File: src/rtl/sample_packetizer_if.sv
// Byte-stream handshake between sample_packetizer (master) and uart_tx (slave).
interface sample_packetizer_if;
    logic       tx_start;
    logic [7:0] tx_data;
    logic       tx_busy;

    modport master (output tx_start, output tx_data, input tx_busy);
    modport slave  (input tx_start, input tx_data, output tx_busy);
endinterface

File: src/rtl/sample_packetizer.sv
// Frames decimated 4-channel sample snapshots into byte packets for uart_tx.
// Define PACKETIZER_CHECKSUM_EN to append an XOR checksum byte (12-byte packets).
module sample_packetizer #(
    parameter int W        = 16,
    parameter int DECIMATE = 16
) (
    input  logic                clk,
    input  logic                rst,
    input  logic                sample_clk,
    input  logic signed [W-1:0] sample_in0,
    input  logic signed [W-1:0] sample_in1,
    input  logic signed [W-1:0] sample_in2,
    input  logic signed [W-1:0] sample_in3,
    sample_packetizer_if.master uart,
    output logic                pkt_active,
    output logic                overrun,
    output logic [7:0]          seq
);

`ifdef PACKETIZER_CHECKSUM_EN
    localparam logic [3:0] LAST_IDX = 4'd11;
`else
    localparam logic [3:0] LAST_IDX = 4'd10;
`endif
    localparam logic [7:0] DEC_LAST = 8'(DECIMATE - 1);

    typedef enum logic [2:0] {
        S_IDLE,
        S_LOAD,
        S_START,
        S_WAIT_HI,
        S_WAIT_LO
    } state_t;

    state_t     state, state_nx;
    logic       sclk_q;
    logic       tick;
    logic       due;
    logic       snap;
    logic [7:0] dcnt;
    logic [3:0] bidx;
    logic       bidx_inc;
    logic       tx_start_c;
    logic [7:0] tx_data_q;
    logic [7:0] byte_sel;
    logic [W-1:0] ch0, ch1, ch2, ch3;

    assign tick       = sample_clk & ~sclk_q;
    assign due        = tick && (dcnt == DEC_LAST);
    assign pkt_active = (state != S_IDLE);
    // Snapshots only start from IDLE, so a due snapshot while busy is an overrun.
    assign snap       = due && !pkt_active;

    assign uart.tx_start = tx_start_c;
    assign uart.tx_data  = tx_data_q;

`ifdef PACKETIZER_CHECKSUM_EN
    logic [7:0] csum;
    assign csum = seq ^ ch0[W-1:W-8] ^ ch0[7:0] ^ ch1[W-1:W-8] ^ ch1[7:0]
                      ^ ch2[W-1:W-8] ^ ch2[7:0] ^ ch3[W-1:W-8] ^ ch3[7:0];
`endif

    always_comb begin
        byte_sel = 8'h00;
        case (bidx)
            4'd0:  byte_sel = 8'hA5;
            4'd1:  byte_sel = 8'h5A;
            4'd2:  byte_sel = seq;
            4'd3:  byte_sel = ch0[W-1:W-8];
            4'd4:  byte_sel = ch0[7:0];
            4'd5:  byte_sel = ch1[W-1:W-8];
            4'd6:  byte_sel = ch1[7:0];
            4'd7:  byte_sel = ch2[W-1:W-8];
            4'd8:  byte_sel = ch2[7:0];
            4'd9:  byte_sel = ch3[W-1:W-8];
            4'd10: byte_sel = ch3[7:0];
`ifdef PACKETIZER_CHECKSUM_EN
            4'd11: byte_sel = csum;
`endif
            default: byte_sel = 8'h00;
        endcase
    end

    always_ff @(posedge clk) begin
        if (rst) begin
            state <= S_IDLE;
        end else begin
            state <= state_nx;
        end
    end

    always_comb begin
        state_nx   = state;
        tx_start_c = 1'b0;
        bidx_inc   = 1'b0;
        case (state)
            S_IDLE: begin
                if (snap) state_nx = S_LOAD;
            end
            S_LOAD: begin
                if (!uart.tx_busy) state_nx = S_START;
            end
            S_START: begin
                tx_start_c = 1'b1;
                state_nx   = S_WAIT_HI;
            end
            S_WAIT_HI: begin
                if (uart.tx_busy) state_nx = S_WAIT_LO;
            end
            S_WAIT_LO: begin
                if (!uart.tx_busy) begin
                    if (bidx == LAST_IDX) begin
                        state_nx = S_IDLE;
                    end else begin
                        state_nx = S_LOAD;
                        bidx_inc = 1'b1;
                    end
                end
            end
            default: state_nx = S_IDLE;
        endcase
    end

    always_ff @(posedge clk) begin
        if (rst) begin
            sclk_q    <= 1'b0;
            dcnt      <= '0;
            seq       <= '1;
            overrun   <= 1'b0;
            bidx      <= '0;
            tx_data_q <= '0;
            ch0       <= '0;
            ch1       <= '0;
            ch2       <= '0;
            ch3       <= '0;
        end else begin
            sclk_q <= sample_clk;
            if (tick) begin
                dcnt <= (dcnt == DEC_LAST) ? 8'd0 : dcnt + 8'd1;
            end
            if (due && pkt_active) begin
                overrun <= 1'b1;
            end
            if (snap) begin
                ch0  <= sample_in0;
                ch1  <= sample_in1;
                ch2  <= sample_in2;
                ch3  <= sample_in3;
                seq  <= seq + 8'd1;
                bidx <= '0;
            end else if (bidx_inc) begin
                bidx <= bidx + 4'd1;
            end
            if (state == S_LOAD) begin
                tx_data_q <= byte_sel;
            end
        end
    end

endmodule
File: src/flat_wrapper.sv
// flat-port wrapper written by rule: the top's interface ports become plain ports
module sample_packetizer_flat 
#(
    parameter int W        = 16,
    parameter int DECIMATE = 16
)
  (clk, rst, sample_clk, sample_in0, sample_in1, sample_in2, sample_in3, pkt_active, overrun, seq, uart_tx_start, uart_tx_data, uart_tx_busy);
  sample_packetizer_if uart_i ();
  input  logic clk;
  input  logic rst;
  input  logic sample_clk;
  input  logic signed [W-1:0] sample_in0;
  input  logic signed [W-1:0] sample_in1;
  input  logic signed [W-1:0] sample_in2;
  input  logic signed [W-1:0] sample_in3;
  output logic pkt_active;
  output logic overrun;
  output logic [7:0] seq;
  output wire logic [$bits(uart_i.tx_start)-1:0] uart_tx_start;
  output wire logic [$bits(uart_i.tx_data)-1:0] uart_tx_data;
  input wire logic [$bits(uart_i.tx_busy)-1:0] uart_tx_busy;
  assign uart_tx_start = uart_i.tx_start;
  assign uart_tx_data = uart_i.tx_data;
  assign uart_i.tx_busy = uart_tx_busy;
  sample_packetizer #(.W(W), .DECIMATE(DECIMATE)) u_core (.clk(clk), .rst(rst), .sample_clk(sample_clk), .sample_in0(sample_in0), .sample_in1(sample_in1), .sample_in2(sample_in2), .sample_in3(sample_in3), .uart(uart_i), .pkt_active(pkt_active), .overrun(overrun), .seq(seq));
endmodule
File: config.mk
export PLATFORM = sky130hd
export DESIGN_NAME = sample_packetizer_flat
export DESIGN_NICKNAME = d
export VERILOG_FILES = /design/src/rtl/sample_packetizer_if.sv /design/src/rtl/sample_packetizer.sv /design/src/flat_wrapper.sv
export SDC_FILE = /design/constraint.sdc
export NUM_CORES = 1
export LEC_CHECK = 0
export CELL_PAD_IN_SITES_DETAIL_PLACEMENT = 0
export CELL_PAD_IN_SITES_GLOBAL_PLACEMENT = 2
export CORE_UTILIZATION = 31
export DETAILED_ROUTE_END_ITERATION = 8
export GPL_TIMING_DRIVEN = 0
export HOLD_SLACK_MARGIN = 0.02
export PLACE_DENSITY_LB_ADDON = 0.3
export SLEW_MARGIN = 20
export SYNTH_ARGS = -nofsm -noshare
export SYNTH_HDL_FRONTEND = slang
export SYNTH_SLANG_ARGS = --single-unit
export TNS_END_PERCENT = 10
File: constraint.sdc
create_clock -name clk -period 3.9 [get_ports clk]
set_input_delay 1.17 -clock clk [delete_from_list [all_inputs] [get_ports clk]]
set_output_delay 1.17 -clock clk [all_outputs]
set_load 0.005 [all_outputs]
=== Word-level counts from Yosys, hierarchy flattened ===
Index checks and enable logic that the tools add are counted.
W data, S select, Z words.

* Register bits: 97
* Latch bits: 0
* Bits in writable memories: 0
* Memory bits (read-only): 0
* Input bits: 68
* Output and inout bits: 19
* Logic and storage cells: 56
* Memories kept: 0

* Add/subtract/negate cells: 3
* Multiply operators: 0
* Divide/modulo/power cells: 0
* Order comparisons: 0
* Eq/ne operators: 19
* Shift operators: 0
* Multiplexer cells: 12
* Bitwise operators: 2
* Reduce and logical (&&, ||, !) cells: 9

{| class="wikitable"
|+ Operators with widths
! cell !! number
|-
| $pmux W8 S11 || 1
|-
| $add A8 B1 Y8 const B || 2
|-
| $eq A4 B3 Y1 const B || 4
|-
| $pmux W3 S5 || 1
|-
| $eq A4 B4 Y1 const B || 3
|-
| $mux W3 || 4
|-
| $eq A4 B2 Y1 const B || 2
|-
| $eq A8 B4 Y1 const B || 1
|-
| $mux W8 || 1
|-
| $eq A3 B2 Y1 const B || 2
|-
| $ne A2 B2 Y1 const B || 3
|-
| $mux W1 || 5
|-
| $add A4 B1 Y4 const B || 1
|-
| $eq A4 B1 Y1 const B || 1
|-
| $logic_not A4 Y1 || 1
|-
| $reduce_and A4 Y1 || 1
|-
| $eq A3 B1 Y1 const B || 1
|-
| $eq A3 B3 Y1 const B || 1
|-
| $logic_and A1 B1 Y1 || 3
|-
| $logic_not A3 Y1 || 1
|-
| $reduce_bool A3 Y1 || 1
|-
| $ne A2 B1 Y1 const B || 1
|-
| $reduce_or A2 Y1 || 1
|-
| $and A1 B1 Y1 || 1
|-
| other kinds (2) || 2
|}

=== Longest topological paths before layout ===
Gate-level depths: netlist of the first run.

* Depth after elaboration: 6
* Mapped depth: 8
* Mapped depth without buffers: 6

=== Worst setup path before layout of the first run ===
Ideal clock, no wire load.

* Path kind: input to register
* From: input sample_clk
* To: register u_core.seq[7]
* Library setup time: 0.136 ns
* Data arrival time: 2.492 ns
* Data required time: 3.764 ns
* Path slack: 1.272 ns
* Stages on the path: 6
* Cell sequence: nand3b_1 -> or4_4 -> buf_6 -> clkbuf_1 -> o31ai_1 -> nand3_1

* Word-level cells in the longest chain between the ends: 3

{| class="wikitable"
|+ Ends and longest elaborated chain
! what !! line !! text
|-
| start: declaration || flat_wrapper.sv:11 || <nowiki>input logic sample_clk;</nowiki>
|-
| $and A1 B1 Y1 || sample_packetizer.sv:48 || <nowiki>assign tick = sample_clk & ~sclk_q;</nowiki>
|-
| $logic_and A1 B1 Y1 || sample_packetizer.sv:49 || <nowiki>assign due = tick && (dcnt == DEC_LAST);</nowiki>
|-
| $logic_and A1 B1 Y1 || sample_packetizer.sv:52 || <nowiki>assign snap = due && !pkt_active;</nowiki>
|-
| end signal: assignment || sample_packetizer.sv:149 || <nowiki>seq <= seq + 8'd1;</nowiki>
|-
| end: declaration || sample_packetizer.sv:17 || <nowiki>output logic [7:0] seq</nowiki>
|}

No other way between the ends.
A chain may end at the register's enable or synchronous reset.

=== Worst setup path after layout of the first run ===
* From: input sample_clk
* To: register u_core.ch3[12]

* Word-level cells in the longest chain between the ends: 3

{| class="wikitable"
|+ Ends and longest elaborated chain
! what !! line !! text
|-
| $and A1 B1 Y1 || sample_packetizer.sv:48 ||
|-
| $logic_and A1 B1 Y1 || sample_packetizer.sv:49 ||
|-
| $logic_and A1 B1 Y1 || sample_packetizer.sv:52 ||
|-
| end signal: assignment || sample_packetizer.sv:148 || <nowiki>ch3 <= sample_in3;</nowiki>
|-
| end: declaration || sample_packetizer.sv:46 || <nowiki>logic [W-1:0] ch0, ch1, ch2, ch3;</nowiki>
|}

No other way between the ends.

==> impl_summary.txt, run 1 <==
----------------------------------------------------
[Global route]
  Final global-route overflow total ... 0
  Via count of the first global-routing pass ... approximately 3800
  Pin count of the biggest net entering global routing ... 15
  Wire length of the first global-routing pass ... approximately 20 mm
  Number of antenna violations at the first check in global routing ... 0
  Total global routing track utilization ... roughly a fifth

[Place]
  Setup Slack @ Placement ... 217 ps
  Cell count after placement ... between 700 and 800
  Count of port buffers added during placement ... 85
  Half-perimeter wire length of the detailed placement result ... between 10 and 15 mm
  Gpl congestion ... 0.832

[Route]
  Iteration-0 DRC count of the detailed router ... 276
  Total detailed-routing wirelength ... 13.0 mm
  Routed length per placed instance ... 16.2 um
  Pre-antenna DRT Iters ... 7
  DRC violation count after routing ... 0
  Remaining number of nets flagged by the antenna check after routing ... 0
  Total number of vias ... 4029
  Ratio of routed vias to standard cells ... 5.01

[Yosys]
  Top-area cell type share of the netlist area ... between 40 and 50%
  Most numerous cell in the Yosys netlist ... sky130_fd_sc_hd__nand2_1
  Warning count from the yosys run ... 0
  Asr flop ratio synth ... 0%
  Syn Inst Count ... roughly 530
  Dominant synthesized flop cell ... sky130_fd_sc_hd__dfxtp_1
  Mean cell area of the mapped netlist ... slightly below 8 um^2
  Number of distinct library cell variants in the gate-level netlist after synthesis ... 45
  Library cell occupying the most area in the post-synthesis netlist ... sky130_fd_sc_hd__dfxtp_1
  Synthesized netlist net count ... 602
  Share of synthesized area occupied by flip-flops and latches ... 46.3%
  Number of synthesized flops with an enable pin ... 0
  Area contributors post-synth ... sky130_fd_sc_hd__dfxtp_1 46%, sky130_fd_sc_hd__nand2_1 14%, sky130_fd_sc_hd__a21oi_1 8.2%, sky130_fd_sc_hd__clkbuf_1 2.9%, sky130_fd_sc_hd__xnor2_1 2.3%
  Yosys reg bits ... 97
  Post-synthesis instance area ... 4190 um^2
  Commonest cells in the synthesized netlist ... 151 x sky130_fd_sc_hd__nand2_1, 97 x sky130_fd_sc_hd__dfxtp_1, 69 x sky130_fd_sc_hd__a21oi_1, 32 x sky130_fd_sc_hd__clkbuf_1, 19 x sky130_fd_sc_hd__nor2_1

[STA]
  Count of pins over their slew limit ... 0
  Period utilization ... 85.7%
  Maximum clock rate ... 0.299 GHz
  Final setup TNS ... 0 ps
  Transition time of the tightest slew-check pin ... 1020 ps
  Post-route setup slack ... 558 ps
  Worst slew margin relative to its limit ... 31.7%
  Final Hold Fails ... 0
  RSZ-0062 raised after global routing ... false
  Number of endpoints failing setup at the final stage ... 0
  Minimum clock period ... between 3000 and 4000 ps
  Layout Skew ... 6.19 ps

[Power]
  Static Leakage ... 0.00180 uW
  VDD IR-drop max ... 0.000263 V
  Total power divided by cell area ... 350 nW/um^2

[Critical path]
  Worst path slowest cell ... sky130_fd_sc_hd__clkbuf_1
  Required time reported for the critical path endpoint ... 4160 ps
  Delay of the slowest cell on the worst path ... 610 ps
  Critical path cell sequence ... clkdlybuf4s50_1 > nand3b_1 > nor4_1 > clkbuf_1 > buf_2 > nand2_1 > a21oi_1
  Worst reg2reg endpoint ... u_core.ch3[12]$_SDFFE_PP0P_
  Highest net fanout along the worst path ... 10
  Reg-to-reg critical path startpoint ... u_core.state[0]$_SDFFE_PP0P_
  Setup slack of the worst register-to-register path ... 1320 ps
  Worst endpoint data arrival time ... 3610 ps
  Type of the worst setup path ... in -> reg
  Cell depth of the worst flop-to-flop path ... 7
  Startpoint type of the worst setup path ... input pin
  Setup crit end kind ... flop

[Hold path]
  WHS Path Cells ... 2
  Hold path start ... u_core.ch3[0]$_SDFFE_PP0P_
  Min-Delay Path Class ... reg -> reg
  End point of the most critical hold path ... u_core.ch3[0]$_SDFFE_PP0P_

[Floorplan]
  Floorplan row count ... 42
  Die width ... 118 um
  I/O pins ... between 80 and 90
  Core Box Area ... 13200 um^2
  Die Footprint ... 14000 um^2
  Die Span Y ... roughly 120 um
  Starting utilization of the core area ... 31.7%

[Clock network]
  Count of H-tree levels built during CTS ... 3
  Post-cts hold buffer count ... 0
  Bufs on Longest Clock Path ... 2
  CTS clock-pin slew for the worst setup and hold paths ... 60 ps
  Root Buffer ... sky130_fd_sc_hd__clkbuf_16
  Setup Buffers After CTS ... 0
  TritonCTS clock tree ... built
  Clock sink count ... 97
  Number of buffers inserted during clock tree synthesis ... 9
  PostCTS Resize Cnt ... 0
  Clock latency reported for the late side of the worst-skew pair ... 340 ps

[Outcome]
  Status ... complete, no violations

[Flow run]
  Number of max-capacitance violations reported ... 0

[Final layout]
  Fraction of layout instances using a drive strength above 1 ... 4.14%
  Synthesis-to-finish area growth ... 32.2%
  Cell Count, Final, Fillers Out ... 804
  N_diodes ... 0
  Total Nets Final ... 698

----------------------------------------------------
## state kept, by name, summed over array words and instances, names as in the netlist, 3 cells and up
register,count
u_core.ch3,16
u_core.state,3
u_core.bidx,4
u_core.ch0,16
u_core.dcnt,8
u_core.ch2,16
u_core.uart.tx_data,8
u_core.seq,8
u_core.ch1,16
## cell usage in the layout, fill, tap and decap left out, types with 6 or more instances in the layout
cell type	instances
sky130_fd_sc_hd__nand2_1	151
sky130_fd_sc_hd__dfxtp_1	97
sky130_fd_sc_hd__clkdlybuf4s50_1	85
sky130_fd_sc_hd__a21oi_1	69
sky130_fd_sc_hd__clkbuf_1	35
sky130_fd_sc_hd__nor2_1	19
sky130_fd_sc_hd__nor3_1	16
sky130_fd_sc_hd__xnor2_1	11
sky130_fd_sc_hd__o21ai_0	10
sky130_fd_sc_hd__nand3_1	10
sky130_fd_sc_hd__buf_2	9
sky130_fd_sc_hd__a222oi_1	9
sky130_fd_sc_hd__a22oi_1	9
sky130_fd_sc_hd__clkbuf_16	9
sky130_fd_sc_hd__inv_1	8
sky130_fd_sc_hd__a211oi_1	8
sky130_fd_sc_hd__a311oi_1	6
sky130_fd_sc_hd__ha_1	6
## layer usage
layer  global-route usage [%]  vias to the layer above  wire (um)  part of all wire (%)
met5                        0                        -          0                     0
met4                     8.09                        0        258                   2.0
met3                     3.33                       14        664                   5.1
met2                     30.4                      127       5950                    46
met1                     26.0                     1861       6150                    47
li1                         -                     2027          -                     -
## critical path, delay by kind of cell
kind / cells / cell delay, ps
AOI/OAI and AO/OA: 1 / 150
buffers and inverters: 3 / 1450
and+or+nand+nor: 3 / 830
## worst max path at each step
stage,endpoint,slack (ps),cells after the start,from
3_5_place_dp,u_core.ch3[12]$_SDFFE_PP0P_,220,7,sample_clk
5_1_grt,u_core.ch1[13]$_SDFFE_PP0P_,370,7,sample_clk
3_3_place_gp,u_core.ch3[12]$_SDFFE_PP0P_,220,7,sample_clk
2_1_floorplan,u_core.seq[7]$_SDFFE_PP1P_,1270,6,sample_clk
6_report,u_core.ch3[12]$_SDFFE_PP0P_,560,7,sample_clk
4_1_cts,u_core.ch3[12]$_SDFFE_PP0P_,550,7,sample_clk
## final cells by class
class	instances	area [um^2]
buffer	44	191
clock inverter	3	42.5
timing repair buffer	85	851
inverter	8	30.0
sequential	97	1940
tap	176	220
multi-input combinational	379	2030
fill	1439	7700
clock buffer	12	236
## cell families (layout without fill, tap and decap cells)
family	after synthesis	after routing	synth area share [%]
AOI/OAI and AO/OA	133	133	19.9
and+or+nand+nor	224	224	23.3
xor gates and xnor gates	12	12	2.51
buffers and inverters	52	152	5.28
adders and majority gates	6	6	1.79
muxes	4	4	0.955
DFF	97	97	46.3
## stage by stage
step           power, uW  instance area [um^2]  util, %  hold slack, ps
3_3_place_gp        1120                  5270     39.8             443
6_report            1940                  5540     41.9             456
2_1_floorplan       1040                  4190        -             431
4_1_cts             1970                  5540     41.9             458
3_5_place_dp        1120                  5270     39.8             450
5_1_grt             2020                  5540     41.9             477
## report_power, final
group	internal (uW)	leakage, uW	switching [uW]	total [uW]
combinational	65.7	0.000885	34.2	99.9
sequential	993	0.000782	2.14	995
clock	493	0.000133	354	847
(Power assumes the default switching activity.)
==> run 2: changes to the inputs <==
--- a/config.mk
+++ b/config.mk
@@ -11,7 +11,7 @@
 export DETAILED_ROUTE_END_ITERATION = 8
 export GPL_TIMING_DRIVEN = 0
 export HOLD_SLACK_MARGIN = 0.02
-export PLACE_DENSITY_LB_ADDON = 0.3
+export PLACE_DENSITY_LB_ADDON = 0.1
 export SLEW_MARGIN = 20
 export SYNTH_ARGS = -nofsm -noshare
 export SYNTH_HDL_FRONTEND = slang
==> run 2 against run 1 <==
Against the previous run: worst setup slack improved by 78 ps; global-route usage is 0.49 points higher; clock power is 2.4% higher; wire length grew 2.5%; final area up 0.36%; via count rose by 0.22%; sequential power about the same; clock-buffer cell count rose by 2; flip-flop and latch count stayed put.
==> impl_summary.txt, run 2 (same netlist as run 1, synthesis figures left out) <==
----------------------------------------------------
[Outcome]
  Status ... complete, no violations

[Critical path]
  Type of the worst setup path ... in -> reg
  Worst path slowest cell ... sky130_fd_sc_hd__clkbuf_1
  Cell depth of the worst flop-to-flop path ... 7 (unchanged)
  Delay of the slowest cell on the worst path ... 590 ps (-20 ps)
  Startpoint type of the worst setup path ... input pin
  Required time reported for the critical path endpoint ... 4170 ps (about the same)
  Setup slack of the worst register-to-register path ... 1380 ps (+60 ps)
  Worst reg2reg endpoint ... u_core.ch0[0]$_SDFFE_PP0P_
  Critical path buffer and inverter count ... 3 (unchanged)
  Family with the most delay on the worst path ... buffers and inverters
  Critical path cell sequence ... clkdlybuf4s50_1 > nand3b_1 > nor4_1 > clkbuf_1 > buf_2 > nand2_1 > a21oi_1
  Highest net fanout along the worst path ... 10 (unchanged)
  Reg-to-reg critical path startpoint ... u_core.state[1]$_SDFFE_PP0P_
  Setup crit end kind ... flop
  Worst endpoint data arrival time ... 3530 ps (-80 ps)

[Clock network]
  Count of H-tree levels built during CTS ... 3 (unchanged)
  Root Buffer ... sky130_fd_sc_hd__clkbuf_16
  Bufs on Longest Clock Path ... 2 (unchanged)
  Setup Buffers After CTS ... 0 (unchanged)
  PostCTS Resize Cnt ... 0 (unchanged)
  TritonCTS clock tree ... built
  Number of buffers inserted during clock tree synthesis ... 9 (unchanged)
  CTS clock-pin slew for the worst setup and hold paths ... 60 ps (about the same)
  Clock latency reported for the late side of the worst-skew pair ... 350 ps (about the same)
  Clock sink count ... 97 (unchanged)
  Post-cts hold buffer count ... 0 (unchanged)

[Final layout]
  N_diodes ... 0 (unchanged)
  Core occupancy in the finished layout ... 42.0% (+0.15 points)
  Leading cell types in the layout, fill and taps excluded ... 151 x sky130_fd_sc_hd__nand2_1, 97 x sky130_fd_sc_hd__dfxtp_1, 85 x sky130_fd_sc_hd__clkdlybuf4s50_1, 69 x sky130_fd_sc_hd__a21oi_1, 33 x sky130_fd_sc_hd__clkbuf_1
  Synthesis-to-finish area growth ... 32.7%
  Total Nets Final ... 698 (unchanged)
  Fraction of layout instances using a drive strength above 1 ... 4.77% (+0.63 points)
  Most common library cell in the layout ignoring fill and taps ... sky130_fd_sc_hd__nand2_1

[Hold path]
  Hold path start ... u_core.ch2[13]$_SDFFE_PP0P_
  WHS Path Cells ... 2 (unchanged)
  End point of the most critical hold path ... u_core.ch2[13]$_SDFFE_PP0P_
  Min-Delay Path Class ... reg -> reg

[Global route]
  Via count of the first global-routing pass ... 3764 (-0.74%)
  Pin count of the biggest net entering global routing ... 15 (unchanged)
  Total global routing track utilization ... 19.8% (+0.49 points)
  Final global-route overflow total ... 0 (unchanged)
  Number of antenna violations at the first check in global routing ... 0 (unchanged)
  Wire length of the first global-routing pass ... 21.0 mm (+1.8%)

[STA]
  Final setup TNS ... 0 ps (unchanged)
  Count of pins over their slew limit ... 0 (unchanged)
  Period utilization ... 83.7% (-2.0 points)
  RSZ-0062 raised after global routing ... false
  Transition time of the tightest slew-check pin ... 693 ps (-330 ps)
  Maximum clock rate ... 0.306 GHz (+2.4%)
  Final Hold Fails ... 0 (unchanged)
  Layout Skew ... 8.28 ps (+2.10 ps)
  Number of endpoints failing setup at the final stage ... 0 (unchanged)
  Worst slew margin relative to its limit ... 53.8% (+22 points)
  Post-Route Hold Slack ... 456 ps (+0.0180 ps)
  Minimum clock period ... 3260 ps (-78.4 ps)

[Route]
  Routed length per placed instance ... 16.6 um (+2.4%)
  Total number of vias ... 4038 (+0.22%)
  Ratio of routed vias to standard cells ... 5.02 (about the same)
  Pre-antenna DRT Iters ... 7 (unchanged)
  DRC violation count after routing ... 0 (unchanged)
  Remaining number of nets flagged by the antenna check after routing ... 0 (unchanged)
  Total detailed-routing wirelength ... 13.4 mm (+2.5%)
  Iteration-0 DRC count of the detailed router ... 256 (-7.2%)

[Power]
  VDD IR-drop max ... 0.000175 V (-33%)
  Static Leakage ... 0.00182 uW (+1.2%)
  Total power divided by cell area ... 353 nW/um^2 (+0.66%)

[Place]
  Half-perimeter wire length of the detailed placement result ... 10.3 mm (+2.2%)
  Count of port buffers added during placement ... 85 (unchanged)
  Gpl congestion ... 0.827 (-0.55%)

[Floorplan]
  Floorplan row count ... 42 (unchanged)
  Core Box Area ... 13200 um^2 (unchanged)
  Starting utilization of the core area ... 31.7% (unchanged)
  Die width ... 118 um (unchanged)
  Die Span Y ... 118 um (unchanged)
  I/O pins ... 87 (unchanged)
  Die Footprint ... 14000 um^2 (unchanged)

[Flow run]
  Number of max-capacitance violations reported ... 0 (unchanged)

----------------------------------------------------
run 2: how the worst max path moves through the flow:
stage,to,startpoint,cells after the start,slack (ps)
floorplan,u_core.seq[7]$_SDFFE_PP1P_,sample_clk,6,1270
global placement,u_core.ch0[0]$_SDFFE_PP0P_,sample_clk,7,210
detailed placement,u_core.ch1[6]$_SDFFE_PP0P_,sample_clk,7,250
CTS,u_core.ch1[6]$_SDFFE_PP0P_,sample_clk,7,600
global route,u_core.ch3[11]$_SDFFE_PP0P_,sample_clk,7,430
finish,u_core.ch0[0]$_SDFFE_PP0P_,sample_clk,7,640
run 2: metrics by stage:
stage                     setup slack, ps  power, uW  std cells  cell area, um^2
after global placement                207       1120        789             5270
after detailed placement              245       1120        789             5270
after global routing                  431       2030        805             5560
after floorplan                      1270       1040        528             4190
after CTS                             595       1990        805             5560
final                                 637       1960        805             5560
run 2: area by class of cell:
type	count	area (um^2)
inverter	8	30.0
clock buffer	14	284
timing repair buffer	85	851
tap	176	220
fill	1421	7680
multi-input combinational	379	2040
sequential	97	1940
clock inverter	2	10.0
buffer	44	191
run 2: report_power, final:
part           leakage (uW)  total, uW  switching (uW)  internal (uW)
logic              0.000889       99.3            33.7           65.6
clock network      0.000149        867             367            500
registers          0.000782        995            2.03            993
run 2: tightest hold or removal path: stages, from the launching register on:
cell	delay (ps)
sky130_fd_sc_hd__dfxtp_1	310
sky130_fd_sc_hd__nand2_1	50
sky130_fd_sc_hd__a21oi_1	50
run 2: routing by layer:
| layer | track usage [%] | vias up | part of all wire (%) |
|---|---|---|---|
| li1 | - | 2037 | - |
| met1 | 27.1 | 1859 | 48 |
| met2 | 30.2 | 119 | 44 |
| met3 | 3.67 | 23 | 5.4 |
| met4 | 8.81 | 0 | 2.6 |
| met5 | 0 | - | 0 |
==> run 3: changes to the inputs <==
--- a/config.mk
+++ b/config.mk
@@ -7,7 +7,7 @@
 export LEC_CHECK = 0
 export CELL_PAD_IN_SITES_DETAIL_PLACEMENT = 0
 export CELL_PAD_IN_SITES_GLOBAL_PLACEMENT = 2
-export CORE_UTILIZATION = 31
+export CORE_UTILIZATION = 26
 export DETAILED_ROUTE_END_ITERATION = 8
 export GPL_TIMING_DRIVEN = 0
 export HOLD_SLACK_MARGIN = 0.02
==> constraint.sdc (replaced) <==
create_clock -name clk -period 2.65 [get_ports clk]
set_input_delay 0.795 -clock clk [delete_from_list [all_inputs] [get_ports clk]]
set_output_delay 0.795 -clock clk [all_outputs]
set_load 0.005 [all_outputs]
==> run 3 against run 2 <==
Against the previous run: via count increased by 0.27%; first-iteration DRC count is 0.39% lower; flip-flop and latch count did not move; highest routed layer unchanged; worst hold slack improved by 0.64 ps; largest power group unchanged; register-to-register slack worse by 1100 ps; global-route usage is 1.7 points lower.
==> impl_summary.txt, run 3 (same netlist as run 1, synthesis figures left out) <==
----------------------------------------------------
[STA]
  Layout Skew ... 4.54 ps (-3.75 ps)
  Period utilization ... 92.8%
  Count of pins over their slew limit ... 0 (unchanged)
  Maximum clock rate ... 0.406 GHz
  Worst slew margin relative to its limit ... 36.2% (-18 points)
  Number of endpoints failing setup at the final stage ... 0 (unchanged)
  Post-Route Hold Slack ... 457 ps (+0.645 ps)
  RSZ-0062 raised after global routing ... false
  Final Hold Fails ... 0 (unchanged)
  Minimum clock period ... about 2500 ps
  Transition time of the tightest slew-check pin ... 955 ps (+262 ps)

[Critical path]
  Setup slack of the worst register-to-register path ... 250 ps (-1130 ps)
  Critical path cell sequence ... clkdlybuf4s50_1 > nand3b_1 > nor4_1 > clkbuf_4 > buf_2 > nand2_1 > a21oi_1
  Worst reg2reg endpoint ... u_core.uart.tx_data[6]$_SDFFE_PP0P_
  Critical path buffer and inverter count ... 3 (unchanged)
  Cell depth of the worst flop-to-flop path ... 8 (+1)
  Setup crit end kind ... flop
  Stages on worst setup path ... 7 (unchanged)
  Type of the worst setup path ... in -> reg
  Startpoint type of the worst setup path ... input pin
  Delay of the slowest cell on the worst path ... 490 ps (-100 ps)
  Worst setup path startpoint ... sample_clk
  Worst endpoint data arrival time ... 2730 ps (-800 ps)
  Required time reported for the critical path endpoint ... 2920 ps (-1250 ps)
  Worst path slowest cell ... sky130_fd_sc_hd__clkdlybuf4s50_1
  Reg-to-reg critical path startpoint ... u_core.bidx[0]$_SDFFE_PP0P_
  Highest net fanout along the worst path ... 10 (unchanged)
  Worst setup path end ... u_core.ch3[11]$_SDFFE_PP0P_
  Family with the most delay on the worst path ... buffers and inverters

[Power]
  Internal cell power ... 2220 uW (+42%)
  Static Leakage ... 0.00180 uW (-1.0%)
  VDD IR-drop max ... 0.000288 V (+64%)
  Part of the power in registers ... 52.3% (+1.6 points)
  Total design power ... 2800 uW (+43%)
  Switching share of power ... 20.8% (+0.27 points)
  NetSw ... 582 uW (+45%)
  Fraction of power consumed by the clock network ... 42.4% (-1.8 points)
  Total power divided by cell area ... 501 nW/um^2 (+42%)
  Combinational group share of total power ... 5.3% (+0.2 points)

[Global route]
  Grt met2 use ... 28.0% (-2.1 points)
  Met3 track demand over resource in global routing ... 2.87% (-0.80 points)
  Via count of the first global-routing pass ... 3949 (+4.9%)
  Met1 demand-to-capacity share in global routing ... 25.4% (-1.7 points)
  Pin count of the biggest net entering global routing ... 14 (-1)
  Wire length of the first global-routing pass ... 22.2 mm (+5.9%)
  Most congested layer reported by global routing ... met2
  Final global-route overflow total ... 0 (unchanged)
  Number of antenna violations at the first check in global routing ... 0 (unchanged)
  Total global routing track utilization ... 18.1% (-1.7 points)

[Route]
  Total number of vias ... 4049 (+0.27%)
  Remaining number of nets flagged by the antenna check after routing ... 0 (unchanged)
  Ratio of routed vias to standard cells ... 4.80 (-4.4%)
  Routed length per placed instance ... 16.7 um (+0.85%)
  Iteration-0 DRC count of the detailed router ... 255 (-0.39%)
  Pre-antenna DRT Iters ... 5 (-2)
  DRC violation count after routing ... 0 (unchanged)
  Total detailed-routing wirelength ... 14.1 mm (+5.7%)

[Place]
  Gpl congestion ... 0.801 (-3.1%)
  Half-perimeter wire length of the detailed placement result ... 11.0 mm (+6.9%)
  Count of port buffers added during placement ... 85 (unchanged)

[Outcome]
  Status ... complete, no violations

[Final layout]
  Total Nets Final ... 698 (unchanged)
  Multi-input logic area ... 2030 um^2 (-0.25%)
  Leading cell types in the layout, fill and taps excluded ... 151 x sky130_fd_sc_hd__nand2_1, 97 x sky130_fd_sc_hd__dfxtp_1, 85 x sky130_fd_sc_hd__clkdlybuf4s50_1, 69 x sky130_fd_sc_hd__a21oi_1, 35 x sky130_fd_sc_hd__clkbuf_1
  Fraction of layout instances using a drive strength above 1 ... 4.14% (-0.63 points)
  Register cell area after layout ... 1940 um^2 (unchanged)
  N_diodes ... 0 (unchanged)
  Synthesis-to-finish area growth ... 33.2%
  Most common library cell in the layout ignoring fill and taps ... sky130_fd_sc_hd__nand2_1
  Fill cell count ... 1712 (+20%)

[Floorplan]
  I/O pins ... 87 (unchanged)
  Die Span Y ... 129 um (+9.0%)
  Starting utilization of the core area ... 26.5% (-5.2 points)
  Floorplan row count ... 46 (+9.5%)
  Core Box Area ... 15800 um^2 (+20%)
  Die Footprint ... 16600 um^2 (+19%)
  Die width ... 129 um (+9.0%)

[Clock network]
  Clock latency reported for the late side of the worst-skew pair ... 340 ps (about the same)
  Root Buffer ... sky130_fd_sc_hd__clkbuf_16
  Number of buffers inserted during clock tree synthesis ... 9 (unchanged)
  Bufs on Longest Clock Path ... 2 (unchanged)
  Count of H-tree levels built during CTS ... 3 (unchanged)
  TritonCTS clock tree ... built
  CTS clock-pin slew for the worst setup and hold paths ... 60 ps (about the same)
  Clock sink count ... 97 (unchanged)
  Post-cts hold buffer count ... 0 (unchanged)

[Hold path]
  Min-Delay Path Class ... reg -> reg

[Flow run]
  Number of max-capacitance violations reported ... 0 (unchanged)

----------------------------------------------------
-- run 3: changes by cell type in the layout (fill, tap and decap cells not counted), sizes merged --
cell | before | now
clkbuf | 46 | 48
clkinv | 2 | 0
buf | 12 | 11
-- run 3: metrics by stage --
step,instances,TNS (ps),worst slack (ps),util [%],area [um^2]
finish,844,0,190,35.3,5590
global route,844,0,7.51,35.3,5590
global placement,829,-43760,-682,33.6,5320
CTS,845,0,92.0,35.3,5580
floorplan,528,0,397,-,4190
detailed placement,829,-41540,-641,33.6,5320
-- run 3: power groups by stage --
| stage | combinational [uW] | clock, uW | sequential (uW) |
|---|---|---|---|
| 2_1_floorplan | 32.4 | 0 | 1500 |
| 3_3_place_gp | 148 | 0 | 1500 |
| 3_5_place_dp | 150 | 0 | 1500 |
| 4_1_cts | 150 | 1220 | 1460 |
| 5_1_grt | 160 | 1290 | 1460 |
| 6_report | 148 | 1190 | 1460 |
-- run 3: what timing repair did --
action	4_1_cts	5_1_grt
endpoints found under the setup margin	72	20
setup buffers	1	0
pin swaps	1	0
gates resized for setup	1	4
-- run 3: layout make-up --
class	count	area share, %
sequential	97	34.8
tap	216	4.84
multi-input combinational	379	36.4
inverter	8	0.538
clock buffer	15	4.61
buffer	43	3.52
timing repair buffer	86	15.4
-- run 3: worst register-to-register path: cells and delay by family (launching register included) --
family / cells / cell delay (ps)
flip-flops: 1 / 390
AND/OR/NAND/NOR: 3 / 590
buffers and inverters: 3 / 630
AO/OA/AOI/OAI: 1 / 460
adder cells (fa/ha/maj): 1 / 210
-- run 3: metal layers --
metal / part of all wire [%] / vias to the layer above / routed length, um
met4: 1.7 / 0 / 235
met3: 3.6 / 14 / 511
met2: 46 / 85 / 6460
met5: 0 / - / 0
li1: - / 2036 / -
met1: 49 / 1914 / 6910
-- run 3: worst min path at each step --
stage                                start                     endpoint  cells after the start
6_report       u_core.ch2[13]$_SDFFE_PP0P_  u_core.ch2[13]$_SDFFE_PP0P_                      2
5_1_grt        u_core.ch2[10]$_SDFFE_PP0P_  u_core.ch2[10]$_SDFFE_PP0P_                      2
3_3_place_gp   u_core.ch2[13]$_SDFFE_PP0P_  u_core.ch2[13]$_SDFFE_PP0P_                      2
3_5_place_dp   u_core.ch2[13]$_SDFFE_PP0P_  u_core.ch2[13]$_SDFFE_PP0P_                      2
4_1_cts        u_core.ch2[13]$_SDFFE_PP0P_  u_core.ch2[13]$_SDFFE_PP0P_                      2
2_1_floorplan  u_core.ch1[12]$_SDFFE_PP0P_  u_core.ch1[12]$_SDFFE_PP0P_                      2
